File: src/rtl/rgb_frame_receiver.sv
// Receives decoded Manchester bits, locks to a sync word and commits a
// parity-protected 30-bit RGB payload to the PWM duty registers.
module rgb_frame_receiver #(
   parameter int                    SYNC_WIDTH     = 8,
   parameter logic [SYNC_WIDTH-1:0] SYNC_PATTERN   = 8'hA5,
   parameter int                    CH_WIDTH       = 10,
   parameter int                    TIMEOUT_CYCLES = 1023,
   parameter int                    TO_WIDTH       = 10
) (
   input  logic                clk,
   input  logic                rst,
   input  logic                in_data,
   input  logic                in_strobe,
   input  logic                in_error,
   output logic [CH_WIDTH-1:0] data_red,
   output logic [CH_WIDTH-1:0] data_green,
   output logic [CH_WIDTH-1:0] data_blue,
   output logic                frame_valid,
   output logic                frame_error,
   output logic                synced
);

   localparam int PAY_W = 3 * CH_WIDTH;
   localparam int CNT_W = $clog2(PAY_W + 1);
   localparam logic [CNT_W-1:0]    CNT_LAST = CNT_W'(PAY_W - 1);
   localparam logic [TO_WIDTH-1:0] TO_LAST  = TO_WIDTH'(TIMEOUT_CYCLES - 1);

   typedef enum logic [1:0] {HUNT, PAYLOAD, PARITY} state_t;

   state_t                state_q, state_d;
   logic [SYNC_WIDTH-1:0] sync_q, sync_d;
   logic [PAY_W-1:0]      pay_q, pay_d;
   logic [CNT_W-1:0]      cnt_q, cnt_d;
   logic [TO_WIDTH-1:0]   to_q, to_d;
   logic [CH_WIDTH-1:0]   red_q, red_d, green_q, green_d, blue_q, blue_d;
   logic                  fv_q, fv_d, fe_q, fe_d, synced_q, synced_d;
   logic [SYNC_WIDTH-1:0] sync_shift;

   assign sync_shift = {sync_q[SYNC_WIDTH-2:0], in_data};

   always_comb begin
      state_d = state_q;
      sync_d  = sync_q;
      pay_d   = pay_q;
      cnt_d   = cnt_q;
      to_d    = to_q;
      red_d   = red_q;
      green_d = green_q;
      blue_d  = blue_q;
      fv_d    = 1'b0;
      fe_d    = 1'b0;
      unique case (state_q)
         HUNT: begin
            to_d = '0;
            if (in_error) begin
               sync_d = '0;
            end else if (in_strobe) begin
               sync_d = sync_shift;
               if (sync_shift == SYNC_PATTERN) begin
                  state_d = PAYLOAD;
                  sync_d  = '0;
                  cnt_d   = '0;
               end
            end
         end
         PAYLOAD, PARITY: begin
            // Priority: decoder error, then strobe, then timeout expiry.
            if (in_error) begin
               fe_d    = 1'b1;
               state_d = HUNT;
               sync_d  = '0;
               pay_d   = '0;
               cnt_d   = '0;
               to_d    = '0;
            end else if (in_strobe) begin
               to_d = '0;
               if (state_q == PAYLOAD) begin
                  pay_d = {pay_q[PAY_W-2:0], in_data};
                  cnt_d = cnt_q + CNT_W'(1);
                  if (cnt_q == CNT_LAST) state_d = PARITY;
               end else begin
                  if ((^pay_q ^ in_data) == 1'b0) begin
                     red_d   = pay_q[3*CH_WIDTH-1:2*CH_WIDTH];
                     green_d = pay_q[2*CH_WIDTH-1:CH_WIDTH];
                     blue_d  = pay_q[CH_WIDTH-1:0];
                     fv_d    = 1'b1;
                  end else begin
                     fe_d = 1'b1;
                  end
                  state_d = HUNT;
                  sync_d  = '0;
                  cnt_d   = '0;
               end
            end else if (to_q == TO_LAST) begin
               fe_d    = 1'b1;
               state_d = HUNT;
               sync_d  = '0;
               pay_d   = '0;
               cnt_d   = '0;
               to_d    = '0;
            end else begin
               to_d = to_q + TO_WIDTH'(1);
            end
         end
         default: state_d = HUNT;
      endcase
      synced_d = (state_d != HUNT);
   end

   always_ff @(posedge clk or posedge rst) begin
      if (rst) begin
         state_q  <= HUNT;
         sync_q   <= '0;
         pay_q    <= '0;
         cnt_q    <= '0;
         to_q     <= '0;
         red_q    <= '0;
         green_q  <= '0;
         blue_q   <= '0;
         fv_q     <= 1'b0;
         fe_q     <= 1'b0;
         synced_q <= 1'b0;
      end else begin
         state_q  <= state_d;
         sync_q   <= sync_d;
         pay_q    <= pay_d;
         cnt_q    <= cnt_d;
         to_q     <= to_d;
         red_q    <= red_d;
         green_q  <= green_d;
         blue_q   <= blue_d;
         fv_q     <= fv_d;
         fe_q     <= fe_d;
         synced_q <= synced_d;
      end
   end

   assign data_red    = red_q;
   assign data_green  = green_q;
   assign data_blue   = blue_q;
   assign frame_valid = fv_q;
   assign frame_error = fe_q;
   assign synced      = synced_q;

endmodule
File: config.mk
export PLATFORM = sky130hd
export DESIGN_NAME = rgb_frame_receiver
export DESIGN_NICKNAME = d
export VERILOG_FILES = /design/src/rtl/rgb_frame_receiver.sv
export SDC_FILE = /design/constraint.sdc
export NUM_CORES = 1
export LEC_CHECK = 0
export CORE_AREA = 2 2 119 121
export CTS_BUF_LIST = sky130_fd_sc_hd__clkbuf_4
export CTS_CLUSTER_DIAMETER = 200
export DETAILED_ROUTE_END_ITERATION = 10
export DIE_AREA = 0 0 121 123
export PLACE_DENSITY = 0.48
export SLEW_MARGIN = 15
export SYNTH_ARGS = -nofsm -noshare
export SYNTH_HDL_FRONTEND = slang
export SYNTH_SLANG_ARGS = --single-unit
File: constraint.sdc
create_clock -name clk -period 3.15 [get_ports clk]
set_clock_uncertainty 0.2 [all_clocks]
set_input_delay 0.4725 -clock clk [delete_from_list [all_inputs] [get_ports clk]]
set_output_delay 0.4725 -clock clk [all_outputs]
set_load 0.05 [all_outputs]
==> results of run 1 <==
logic make-up after synthesis:
logic type / count (synthesis) / synth area share (%)
buffers and inverters: 29 / 3.39
AND/OR/NAND/NOR: 75 / 9.37
multiplexers: 38 / 13.1
adder cells (fa/ha/maj): 7 / 2.18
AO/OA/AOI/OAI: 47 / 9.12
XOR/XNOR: 33 / 8.60
flip-flops: 87 / 54.2
layout make-up:
| class | count | area (um2) | share of cell area [%] |
|---|---|---|---|
| flip-flops and latches | 87 | 2180 | 45.5 |
| inverters | 15 | 57.6 | 1.20 |
| multi-input cells | 200 | 1710 | 35.6 |
| repair buffers | 47 | 483 | 10.1 |
| well taps | 180 | 225 | 4.70 |
| clock inverters | 7 | 71.3 | 1.49 |
| clock buffers | 9 | 67.6 | 1.41 |
routing by layer:
layer	routed length, um	track usage, %
met5	0	0
met4	104	3.49
met3	308	3.41
met2	3380	17.0
met1	3800	15.0
cells in the mapped netlist, types with 7 or more instances:
master | n | share of area (%)
mux2i_1 | 7 | 1.7
dfrtp_1 | 87 | 54
mux2_4 | 29 | 11
inv_1 | 15 | 1.4
a22o_1 | 30 | 6.5
nor2_1 | 20 | 1.9
nand3_1 | 9 | 1.1
nand2_1 | 24 | 2.2
xnor2_1 | 25 | 5.5
clkbuf_1 | 9 | 0.84
o21ai_0 | 7 | 0.87
ha_1 | 7 | 2.2
worst max path at each step:
stage | cells past startpoint | end | slack (ns) | start
final | 8 | sync_q[2] | 0.43 | state_q[0]
after global routing | 8 | sync_q[2] | 0.20 | state_q[0]
after CTS | 8 | sync_q[2] | 0.39 | state_q[0]
after detailed placement | 8 | data_blue[5] | 0.05 | in_data
after global placement | 8 | data_blue[7] | 0.09 | in_data
after floorplan | 1 | cnt_q[0] | 0.23 | rst
power by group through the flow:
stage | Clock (mW) | Sequential [mW] | Combinational [mW]
6_report | 0.630 | 1.12 | 0.0561
5_1_grt | 0.718 | 1.12 | 0.0644
4_1_cts | 0.668 | 1.12 | 0.0588
3_5_place_dp | 0 | 1.14 | 0.0586
3_3_place_gp | 0 | 1.14 | 0.0585
2_1_floorplan | 0 | 1.14 | 0.0343
through the flow:
stage / power, mW / cells / hold slack, ns
floorplan: 1.18 / 316 / 0.286
global placement: 1.20 / 529 / 0.297
detailed placement: 1.20 / 529 / 0.302
CTS: 1.85 / 545 / 0.131
global route: 1.91 / 545 / 0.155
finish: 1.81 / 545 / 0.152
worst max-delay path: stages (launching register included):
cell and delay, ns:
dfrtp_1 0.41, inv_1 0.07, ha_1 0.37, nand2_1 0.16
or3_1 0.25, nor2b_1 0.51, a21boi_0 0.25, buf_4 0.21
mux2i_1 0.21
state kept, by name, indices dropped and copies added, names as in the netlist, 2 cells and up:
name and count:
data_green 10, cnt_q 5, sync_q 7, state_q 2, data_blue 10, data_red 10, to_q 10, pay_q 30
==> metrics.txt, run 1 <==
outcome finished, final reports clean; r2r setup slk 0.43 ns; grt total ovfl 0; Setup Crit Path Kind reg -> reg; Final Slew Violations 0; PwrDens between 300 and 400 nW/um2; Yosys cell types 40; Place WS 0.0520 ns; drt drc 0; Post-Syn Instances 316; Tcrit/Tclk final between 80% and 90%; reg-to-reg startpoint state_q[0]; share of layout cells above drive strength 1 17.0%; Leak Pwr 2.25 nW; Post-synth EDFFs 0; final hold violation count 0; Setup Fix Bufs, Post-CTS 0; clock root cell clkbuf_4; final net count roughly 370; flop and latch count out of synthesis just under 90; initial antenna violation count 0; initial DRC count 117; Gate power share 3.1%; RSZ-0062 raised after global routing no; commonest cells after routing, fill and taps aside dfrtp_1 (87), clkdlybuf4s50_1 (37), a22o_1 (30), mux2_4 (29), xnor2_1 (25); clk buf depth 2; setup TNS 0 ns; Die Ht 123 um; Clock Power Share 34.8%; clk slew on worst S/H paths 0.15 ns; Sequential Power Share 62.1%; Initial Util roughly 30%; min Tclk post-route 2.72 ns; Total GRT Usage 11.1%; Slew @ Worst Pin 0.562 ns; Avg Inst Size Synth 12.7 um2; maximum clock frequency 0.368 GHz; routability-driven placement congestion ratio 0.726; area of the core 13,600 um2; IO Count 38; DRT Pass-1 Iters 6; largest net degree at the start of global routing between 40 and 50; Vias/cell between 4 and 5; Post-Syn Nets between 300 and 400; CTS Sinks 87; Core Rows 43; Slew headroom 62.5%; CP arrival 2.88 ns; final setup fails 0; Seq/Total Area, Yosys between 50% and 60%; Critical Path End Type register; Die Area 14,900 um2; Setup WS post-layout 0.430 ns; Psw 0.427 mW; P_int 1.38 mW; Cell Area, Placed 4650 um2; port buffer count 37; main flop type after synthesis dfrtp_1; clock buffer count from CTS 9; Worst R2R End sync_q[2]; vias in the first global route 2,512; Area growth syn-to-layout 19.2%; ys async rst share between 90% and 100%; largest fanout on the critical path 8; R2R depth 8; Layout Utilization 35.2%; final instance area 4790 um2; leading cell type in the layout, fill and taps excluded dfrtp_1; final WL 7590 um; number of diodes 0; Critical Path RT between 3 and 4 ns; WL/cell ~14 um; number of fill cells 1,344; Max H-tree Level 3; DP HPWL 5290 um; hold_buf cts 0; DRT antenna net count 0; Hold/Removal Path Class in -> async; vias post-DR 2,475; Die X 121 um; post-CTS resize count 0; net switching fraction of the power 23.6%; Max-Cap Viols 0; CTS tree built; Syn. warnings 0; global-route wire length before repair approximately 13,000 um; Cell Area, Synth 4020 um2; Critical Path Start Type register; later-pin clock latency in the skew report 0.45 ns; Worst VDD drop 0.250 mV
Note: power is estimated with default switching activity, not from simulation.
==> run 2: changes to the inputs <==
- ABC_AREA: unset -> 0
- SKIP_LAST_GASP: unset -> 1
==> results of run 2 <==
Same layout as run 1: the final DEF is identical, and so are final timing and power.
